File: config.mk
export PLATFORM = sky130hd
export DESIGN_NAME = cache_fill_ctrl
export DESIGN_NICKNAME = d
export VERILOG_FILES = /design/src/rtl/cache_pkg.sv /design/src/rtl/fill_arb.sv /design/src/rtl/cache_fill_ctrl.sv
export SDC_FILE = /design/constraint.sdc
export NUM_CORES = 1
export LEC_CHECK = 0
export ABC_AREA = 1
export CAP_MARGIN = 25
export CORE_MARGIN = 1.5
export CORE_UTILIZATION = 50
export CTS_CLUSTER_SIZE = 30
export DETAILED_ROUTE_END_ITERATION = 10
export DONT_BUFFER_PORTS = 1
export PLACE_DENSITY_LB_ADDON = 0.08
export SKIP_LAST_GASP = 1
export SYNTH_ARGS = -nofsm -noshare
export SYNTH_HDL_FRONTEND = slang
export SYNTH_SLANG_ARGS = --single-unit
File: constraint.sdc
create_clock -name clk -period 2.92 [get_ports clk]
set_clock_uncertainty 0.2 [all_clocks]
set_input_delay 0.146 -clock clk [delete_from_list [all_inputs] [get_ports clk]]
set_output_delay 0.146 -clock clk [all_outputs]
set_load 0.1 [all_outputs]
File: src/rtl/cache_pkg.sv
// -----------------------------------------------------------------------------
// cache_pkg
// Shared definitions for the cache fill controller: default geometry, the FSM
// state encoding, the fill_sel encoding and the arbiter grant bit positions.
// -----------------------------------------------------------------------------
package cache_pkg;

    // Default block geometry: 16-bit words per block and byte-address width
    localparam int WORDS_DEF  = 8;
    localparam int ADDR_W_DEF = 16;

    // fill_sel encoding: which cache owns the current fill
    localparam logic SEL_I = 1'b0;
    localparam logic SEL_D = 1'b1;

    // Bit positions inside the one-hot grant vector from fill_arb
    localparam int GNT_I = 0;
    localparam int GNT_D = 1;

    typedef enum logic [1:0] {
        ST_IDLE  = 2'd0,
        ST_FILL  = 2'd1,
        ST_DRAIN = 2'd2,
        ST_DONE  = 2'd3
    } fill_state_e;

endpackage

File: src/rtl/fill_arb.sv
// -----------------------------------------------------------------------------
// fill_arb
// Chooses which cache miss (I or D) is serviced next.
//
// Configuration macro: FILL_ARB_RR_EN
//   undefined : fixed priority, D wins a tie.
//   defined   : ties alternate using a last-granted bit (resets to I, so the
//               first tie goes to D).
//
// Ports
//   clk, rst   clock / async active-high reset (only with FILL_ARB_RR_EN)
//   take       the controller accepted the current grant (only with FILL_ARB_RR_EN)
//   req_i      I-cache miss request
//   req_d      D-cache miss request
//   gnt        one-hot grant, bit GNT_I / GNT_D
// -----------------------------------------------------------------------------
module fill_arb
    import cache_pkg::*;
(
`ifdef FILL_ARB_RR_EN
    input  logic       clk,
    input  logic       rst,
    input  logic       take,
`endif
    input  logic       req_i,
    input  logic       req_d,
    output logic [1:0] gnt
);

`ifdef FILL_ARB_RR_EN
    // last_d_q = 1 means D was granted most recently
    logic last_d_q;
    logic last_d_d;

    always_comb begin
        gnt = 2'b00;
        if (req_i && req_d) begin
            if (last_d_q) begin
                gnt[GNT_I] = 1'b1;
            end else begin
                gnt[GNT_D] = 1'b1;
            end
        end else if (req_d) begin
            gnt[GNT_D] = 1'b1;
        end else if (req_i) begin
            gnt[GNT_I] = 1'b1;
        end

        // The history only moves when the controller actually consumes a grant
        last_d_d = last_d_q;
        if (take) begin
            last_d_d = gnt[GNT_D];
        end
    end

    always_ff @(posedge clk or posedge rst) begin
        if (rst) begin
            last_d_q <= 1'b0;
        end else begin
            last_d_q <= last_d_d;
        end
    end
`else
    always_comb begin
        gnt = 2'b00;
        if (req_d) begin
            gnt[GNT_D] = 1'b1;
        end else if (req_i) begin
            gnt[GNT_I] = 1'b1;
        end
    end
`endif

endmodule

File: src/rtl/cache_fill_ctrl.sv
// -----------------------------------------------------------------------------
// cache_fill_ctrl
// Services I-cache and D-cache misses by reading a whole block from memory,
// writing each returned word into the data array and finally writing the tag.
//
// Configuration macro: FILL_ARB_RR_EN (round-robin tie break in fill_arb;
// default build uses fixed D priority).
//
// Ports
//   clk, rst        clock / async active-high reset
//   i_miss, i_addr  I-cache miss request (held until i_done) and byte address
//   d_miss, d_addr  D-cache miss request (held until d_done) and byte address
//   mem_en/mem_addr memory read issue strobe and byte address
//   mem_valid       read data returning this cycle (in issue order)
//   mem_rdata       returned read data
//   fill_sel        cache being filled (SEL_I / SEL_D)
//   data_wr, data_wr_word, data_wr_data   data-array word write
//   tag_wr          tag/valid write for the filled block
//   i_done, d_done  one-cycle fill-complete pulses
//   busy            controller not in IDLE
// -----------------------------------------------------------------------------
module cache_fill_ctrl
    import cache_pkg::*;
#(
    parameter int WORDS  = WORDS_DEF,
    parameter int ADDR_W = ADDR_W_DEF
) (
    input  logic                     clk,
    input  logic                     rst,
    input  logic                     i_miss,
    input  logic [ADDR_W-1:0]        i_addr,
    input  logic                     d_miss,
    input  logic [ADDR_W-1:0]        d_addr,
    output logic                     mem_en,
    output logic [ADDR_W-1:0]        mem_addr,
    input  logic                     mem_valid,
    input  logic [15:0]              mem_rdata,
    output logic                     fill_sel,
    output logic                     data_wr,
    output logic [$clog2(WORDS)-1:0] data_wr_word,
    output logic [15:0]              data_wr_data,
    output logic                     tag_wr,
    output logic                     i_done,
    output logic                     d_done,
    output logic                     busy
);

    localparam int OFF_W = $clog2(WORDS);

    // A block spans 2*WORDS bytes, so the block base clears the low OFF_W+1 bits
    localparam logic [ADDR_W-1:0] LOW_MASK  = ADDR_W'((2 * WORDS) - 1);
    localparam logic [OFF_W-1:0]  LAST_WORD = OFF_W'(WORDS - 1);

    fill_state_e        state_q, state_d;
    logic [OFF_W-1:0]   issue_cnt_q, issue_cnt_d;
    logic [OFF_W-1:0]   ret_cnt_q, ret_cnt_d;
    logic [ADDR_W-1:0]  base_q, base_d;
    logic               fill_sel_q, fill_sel_d;
    logic               mem_en_q, mem_en_d;
    logic [ADDR_W-1:0]  mem_addr_q, mem_addr_d;
    logic               tag_wr_q, tag_wr_d;
    logic               i_done_q, i_done_d;
    logic               d_done_q, d_done_d;
    logic               busy_q, busy_d;

    logic [1:0]         gnt;
    logic               ret_fire;
    logic               issue_last;
    logic               ret_last;

`ifdef FILL_ARB_RR_EN
    logic arb_take;
    assign arb_take = (state_q == ST_IDLE) && (gnt != 2'b00);

    fill_arb u_arb (
        .clk   (clk),
        .rst   (rst),
        .take  (arb_take),
        .req_i (i_miss),
        .req_d (d_miss),
        .gnt   (gnt)
    );
`else
    fill_arb u_arb (
        .req_i (i_miss),
        .req_d (d_miss),
        .gnt   (gnt)
    );
`endif

    // Returns only count while a fill is in flight; anything else is stray
    assign ret_fire   = mem_valid && ((state_q == ST_FILL) || (state_q == ST_DRAIN));
    assign issue_last = (issue_cnt_q == LAST_WORD);
    assign ret_last   = (ret_cnt_q == LAST_WORD);

    // Data-array writes follow mem_valid in the same cycle
    assign data_wr      = ret_fire;
    assign data_wr_word = ret_fire ? ret_cnt_q : '0;
    assign data_wr_data = ret_fire ? mem_rdata : 16'h0000;

    assign mem_en   = mem_en_q;
    assign mem_addr = mem_addr_q;
    assign fill_sel = fill_sel_q;
    assign tag_wr   = tag_wr_q;
    assign i_done   = i_done_q;
    assign d_done   = d_done_q;
    assign busy     = busy_q;

    always_comb begin
        state_d     = state_q;
        issue_cnt_d = issue_cnt_q;
        ret_cnt_d   = ret_cnt_q;
        base_d      = base_q;
        fill_sel_d  = fill_sel_q;

        unique case (state_q)
            ST_IDLE: begin
                if (gnt != 2'b00) begin
                    fill_sel_d  = gnt[GNT_D] ? SEL_D : SEL_I;
                    base_d      = (gnt[GNT_D] ? d_addr : i_addr) & ~LOW_MASK;
                    issue_cnt_d = '0;
                    ret_cnt_d   = '0;
                    state_d     = ST_FILL;
                end
            end
            ST_FILL: begin
                // Counter holds at the last word rather than wrapping
                if (issue_last) begin
                    state_d = ST_DRAIN;
                end else begin
                    issue_cnt_d = issue_cnt_q + 1'b1;
                end
            end
            ST_DRAIN: begin
            end
            ST_DONE: begin
                // Dropping fill_sel here keeps it low whenever we sit in IDLE
                fill_sel_d = SEL_I;
                state_d    = ST_IDLE;
            end
            default: begin
                state_d = ST_IDLE;
            end
        endcase

        // The final return wins over the FILL->DRAIN step when both coincide
        if (ret_fire) begin
            if (ret_last) begin
                state_d = ST_DONE;
            end else begin
                ret_cnt_d = ret_cnt_q + 1'b1;
            end
        end

        // Outputs are registered from the next-state view so they line up
        // exactly with the state they describe
        mem_en_d   = (state_d == ST_FILL);
        mem_addr_d = mem_en_d ? (base_d + (ADDR_W'(issue_cnt_d) << 1)) : '0;
        tag_wr_d   = (state_d == ST_DONE);
        i_done_d   = (state_d == ST_DONE) && (fill_sel_d == SEL_I);
        d_done_d   = (state_d == ST_DONE) && (fill_sel_d == SEL_D);
        busy_d     = (state_d != ST_IDLE);
    end

    always_ff @(posedge clk or posedge rst) begin
        if (rst) begin
            state_q     <= ST_IDLE;
            issue_cnt_q <= '0;
            ret_cnt_q   <= '0;
            base_q      <= '0;
            fill_sel_q  <= SEL_I;
            mem_en_q    <= 1'b0;
            mem_addr_q  <= '0;
            tag_wr_q    <= 1'b0;
            i_done_q    <= 1'b0;
            d_done_q    <= 1'b0;
            busy_q      <= 1'b0;
        end else begin
            state_q     <= state_d;
            issue_cnt_q <= issue_cnt_d;
            ret_cnt_q   <= ret_cnt_d;
            base_q      <= base_d;
            fill_sel_q  <= fill_sel_d;
            mem_en_q    <= mem_en_d;
            mem_addr_q  <= mem_addr_d;
            tag_wr_q    <= tag_wr_d;
            i_done_q    <= i_done_d;
            d_done_q    <= d_done_d;
            busy_q      <= busy_d;
        end
    end

endmodule

Word level (Yosys, flattened, before mapping). Index checks and enable logic that the tools add are counted.

Equal/unequal tests: 7. Bitwise logic cells: 1. Reduce and logical (&&, ||, !) cells: 7. Muxes and demuxes: 24. Add/subtract/negate cells: 3.

Operators with widths (number): $mux 16 (5); $mux 3 (7); $add 16x4->16 (1); $mux 2 (4); $add 3x1->3 const B (2); $eq 2x2->1 const B (3); $eq 3x3->1 const B (2); $pmux 2 s3 (1); $pmux 3 s2 (1); $mux 1 (5); $eq 2x1->1 const B (2); $reduce_bool 2->1 (2); $logic_and 1x1->1 (3); $logic_not 2->1 (1); $pmux 1 s2 (1); $logic_or 1x1->1 (1); $not 1->1 (1).

Register bits: 46. Input bits: 53. Word-level logic and storage cells: 53.

Depth between registers and ports, before layout.
Depth in word-level cells: 9. Gate-level depth with buffers: 16.

By module. A second synthesis with hierarchy kept.

Cells, all modules: 348. Area, all modules: 2675.1 sq um.

Modules (own cells, without submodules): cache_fill_ctrl (sequential area each 1151.1 sq um, times used 1, cells each 345, area each 2657.5 sq um); fill_arb (sequential area each 0.0 sq um, times used 1, cells each 3, area each 17.5 sq um).

Worst setup path after synthesis. No wires, ideal clock.

Kind: flip-flop to flip-flop. From: register state_q[0]. To: register mem_addr_q[15], in the netlist mem_addr[15]. Library setup time: 120 ps. Period minus slack after synthesis: 2640 ps. Path slack: 280 ps. Data arrival time: 2321 ps. Path buffers: 1. Cell stages (with the launch flop): 17. Required time: 2600 ps. Cell sequence: dfrtp_1 > inv_1 > ha_1 > inv_1 > nor2_2 > buf_4 > nor2_1 > ha_1 > fa_1 > a21oi_1 > inv_1 > nand2_2 > nor2_4 > nand3_1 > nand2_1 > nand2_1 > nor2_1.

Elaborated cells between the ends (all ways): 16.

RTL lines: from (decl) (RTL line cache_fill_ctrl.sv:54) `fill_state_e state_q, state_d;`; from (signal assigned) (RTL line cache_fill_ctrl.sv:179) `state_q <= state_d;`; $logic_not 2->1 (RTL line cache_fill_ctrl.sv:116) `unique case (state_q)`; $mux 16 (RTL line cache_fill_ctrl.sv:116); named net base_d[1] (RTL line cache_fill_ctrl.sv:57) `logic [ADDR_W-1:0] base_q, base_d;`; $add 16x4->16 (RTL line cache_fill_ctrl.sv:158) `mem_addr_d = mem_en_d ? (base_d + (ADDR_W'(issue_cnt_d) << 1)) : '0;`; $mux 16 (RTL line cache_fill_ctrl.sv:158); named net mem_addr_d[15] (RTL line cache_fill_ctrl.sv:60) `logic [ADDR_W-1:0] mem_addr_q, mem_addr_d;`; to (signal assigned) (RTL line cache_fill_ctrl.sv:185) `mem_addr_q <= mem_addr_d;`; to (decl) (RTL line cache_fill_ctrl.sv:60).

The timed path passes the listed nets, and every way through them passes these cells.

Worst setup path in the final report.
From: register state_q[0]. To: register mem_addr_q[15], in the netlist mem_addr[15].

Elaborated cells between the ends (all ways): 16.

RTL lines: $eq 2x1->1 or $logic_not 2->1 (tied branches) (RTL line cache_fill_ctrl.sv:116); $pmux 3 s2 (*) (RTL line cache_fill_ctrl.sv:116); named net issue_cnt_d[0] (RTL line cache_fill_ctrl.sv:55) `logic [OFF_W-1:0] issue_cnt_q, issue_cnt_d;`; $add 16x4->16 (*) (RTL line cache_fill_ctrl.sv:158); $mux 16 (*) (RTL line cache_fill_ctrl.sv:158); named net mem_addr_d[15] (RTL line cache_fill_ctrl.sv:60).

The timed path passes the listed nets; every way through them passes the cells marked *.

==> results_dict.tcl <==
set metrics [dict create \
    cap_violations 0 \
    slew_headroom_pct 40.01 \
    r2r_slack_ps 210 \
    critPathCaptureType "register" \
    syn-instance-count 345 \
    synth_edf_count 0 \
    min_to "base_q[10]" \
    drcViolationCount 0 \
    core_area_um2 5107 \
    cts.sinks 46 \
    drtIter0Drc 99 \
    syn_nets 408 \
    grt_pass1_vias 2186 \
    crit_family "adder cells" \
    htreeDepth 2 \
    hold_path.class "primary input to register" \
    clockRootBuffer "clkbuf_8" \
    cp_num_buf_inv 2 \
    grt_pass1_wl_um 9936 \
    synth_top_area_cell "dfrtp_1" \
    io_buffers 0 \
    grt_overflow 0 \
    n_antenna_cell 0 \
    via_count 2238 \
    yosys_most_used_dff "dfrtp_1" \
    cp.required_ps 2910 \
    ant_nets 0 \
    post_cts_buffers 0 \
    timing.rr.end "mem_addr[15]" \
    synth_cell_types 29 \
    avgSynthCellArea_um2 7.703 \
    fmax_ghz 0.3695 \
    cp_max_fo 6 \
    synth_area_leaders "dfrtp_1 (43%), nand2_1 (11%), inv_1 (9.9%)" \
    fill_cells 458 \
    setup_viol 0 \
    synth_area_um2 2658 \
    wl_per_cell_um 12.54 \
    clk_pin_slew_ps 90 \
    finalCritPeriodShare_pct 92.69 \
    cp.arrival_ps 2700 \
    synth_top_area_share_pct 43.31 \
    post-route-min-period_ps 2707 \
    outcome "finished clean" \
    vias_per_cell 4.803 \
    hp-start "i_addr[10]" \
    dr.pass1.iters 4 \
    cpPeakStageDelay_ps 400 \
    boundaryPins 95 \
    clk_latency_ps 300 \
    grt_start_max_net_pins 47 \
    core.rowCount 26 \
    die_width_um 75.91 \
    drive_gt1_share_pct 24.24 \
    cts_tree "built" \
    fin_nets 458 \
    r2r_cells 15 \
    async_reset_ff_share_pct 100.0 \
    crit_top_cell "nand2_1" \
    track_usage_pct 21.69 \
    finalMaxSlewViolations 0 \
    areaGrowthSynthToFinish_pct 23.45 \
    antenna_found_initial 0 \
    initial_core_util_pct 52.03 \
    max_slew.worst_pin.slew_ps 900.5 \
    rsz0062_at_grt "no" \
    cp-start-kind "register" \
    dp_hpwl_um 4071 \
    r2r_start "state_q[0]" \
    synth-seq-cells 46 \
    crit_slowest_cell "fa_1" \
    hold_violations 0 \
    numCtsBuffers 5 \
    synth_warnings 0 \
    critical_path_class "register to register" \
    place_congestion 0.7684 \
    layout_setup_ws_ps 213.3 \
    crit_chain "inv_1 -> ha_2 -> o211ai_1 -> nand2_1 -> o21ai_0 -> ha_1 -> fa_1 -> a21oi_1 -> inv_1 -> nand2_2 -> nor2_4 -> nand3_1 -> nand2_1 -> nand2_1 -> nor2_1" \
    wirelength_um 5842 \
    clock_path_buffers 2 \
    holdPathStages 4 \
    tns_ps 0 \
    ys_seq_area_share_pct 43.31 \
    dieArea_um2 5762 \
    die_h_um 75.91 \
    pre_cts_ws_ps 186.8 \
]
## final cells by class
| cell class | count | area, um^2 | area share, % |
|---|---|---|---|
| well taps | 70 | 87.58 | 2.670 |
| clock buffers | 7 | 86.33 | 2.632 |
| repair buffers | 50 | 447.9 | 13.65 |
| flip-flops and latches | 46 | 1151 | 35.09 |
| clock inverters | 1 | 5.005 | 0.1526 |
| multi-input cells | 218 | 1225 | 37.34 |
| inverters | 74 | 277.8 | 8.467 |
## worst reg2reg max path: cells and delay by family (launching register included)
kind | cells | cell delay (ps)
flip-flops | 1 | 390
AO/OA/AOI/OAI | 3 | 410
adder cells (fa/ha/maj) | 3 | 900
buffers and inverters | 2 | 240
AND/OR/NAND/NOR | 7 | 450
## through the flow
stage	cells	area (um^2)	hold slack [ps]	utilization (%)
after CTS	464	3243	5.038	63.50
final	466	3281	8.397	64.23
after global placement	434	2932	102.0	57.40
after global routing	466	3281	21.03	64.23
after detailed placement	434	2932	99.90	57.40
after floorplan	345	2658	194.5	-
## routing by layer
metal	share of wire, %	GRT usage [%]
met3	4.3	4.699
met2	49	36.49
met4	1.7	7.963
met5	0	0
met1	44	27.51
## repair_timing
item,in CTS,in global routing
endpoints found under the setup margin,0,3
hold buffers,22,1
resized for setup,0,3
endpoints found under the hold margin,61,2
## sequential cells by signal, summed over array words and instances, names as in the netlist
| name | cells |
|---|---|
| mem_en | 1 |
| state_q | 2 |
| i_done | 1 |
| fill_sel | 1 |
| d_done | 1 |
| base_q | 16 |
| tag_wr | 1 |
| ret_cnt_q | 3 |
| busy | 1 |
| mem_addr | 16 |
| issue_cnt_q | 3 |
## logic make-up after synthesis
family	Yosys count	share of synthesized area, %
AO/OA/AOI/OAI	43	10.36
buffers and inverters	81	12.57
flip-flops	46	43.31
adder cells (fa/ha/maj)	10	4.991
AND/OR/NAND/NOR	165	28.77
## synth_stat cells (4+ instances only)
library cell  count
nand2_1          77
inv_1            70
dfrtp_1          46
nor2_1           44
o21ai_0          16
nand3_1          11
ha_1              9
nand2_2           9
a21oi_1           8
nor2_2            8
o21ai_2           8
o21ai_1           7
inv_2             4
nor2_4            4
nor3_1            4
## cell usage in the layout (no fill, tap or decap)
cell type and n:
a32o_1 1, nand3_2 1, nand3_1 11, clkinv_2 1, nor2_4 4, o21ai_1 7, o21ai_4 2, nor2_2 27
or2_2 1, nand3_4 1, clkbuf_1 1, dlygate4sd3_1 22, fa_1 1, clkbuf_8 6, inv_1 69, ha_1 7
nor2_8 1, dfrtp_1 46, nor2_1 25, nor3_1 4, and3_1 1, nand4_1 2, o21ai_2 8, o21ai_0 16
a21oi_1 8, inv_2 5, dlymetal6s4s_1 1, nand2_2 9, o211ai_1 1, nand2_4 1, buf_4 26, buf_12 1
nand2_1 77, ha_2 2
## worst max path at each step
| stage | from | to | slack [ps] | cells after the start |
|---|---|---|---|---|
| after floorplan | state_q[0] | mem_addr[15] | 280 | 16 |
| after global placement | state_q[0] | mem_addr[7] | 170 | 13 |
| after CTS | state_q[0] | mem_addr[15] | 160 | 16 |
| after detailed placement | state_q[0] | mem_addr[15] | 190 | 16 |
| final | state_q[0] | mem_addr[15] | 210 | 15 |
| after global routing | state_q[0] | mem_addr[15] | 3 | 15 |
Power is left out: the tool's default activity adds up to more than one toggle a clock period on the data nets, which glitch-free logic cannot reach.
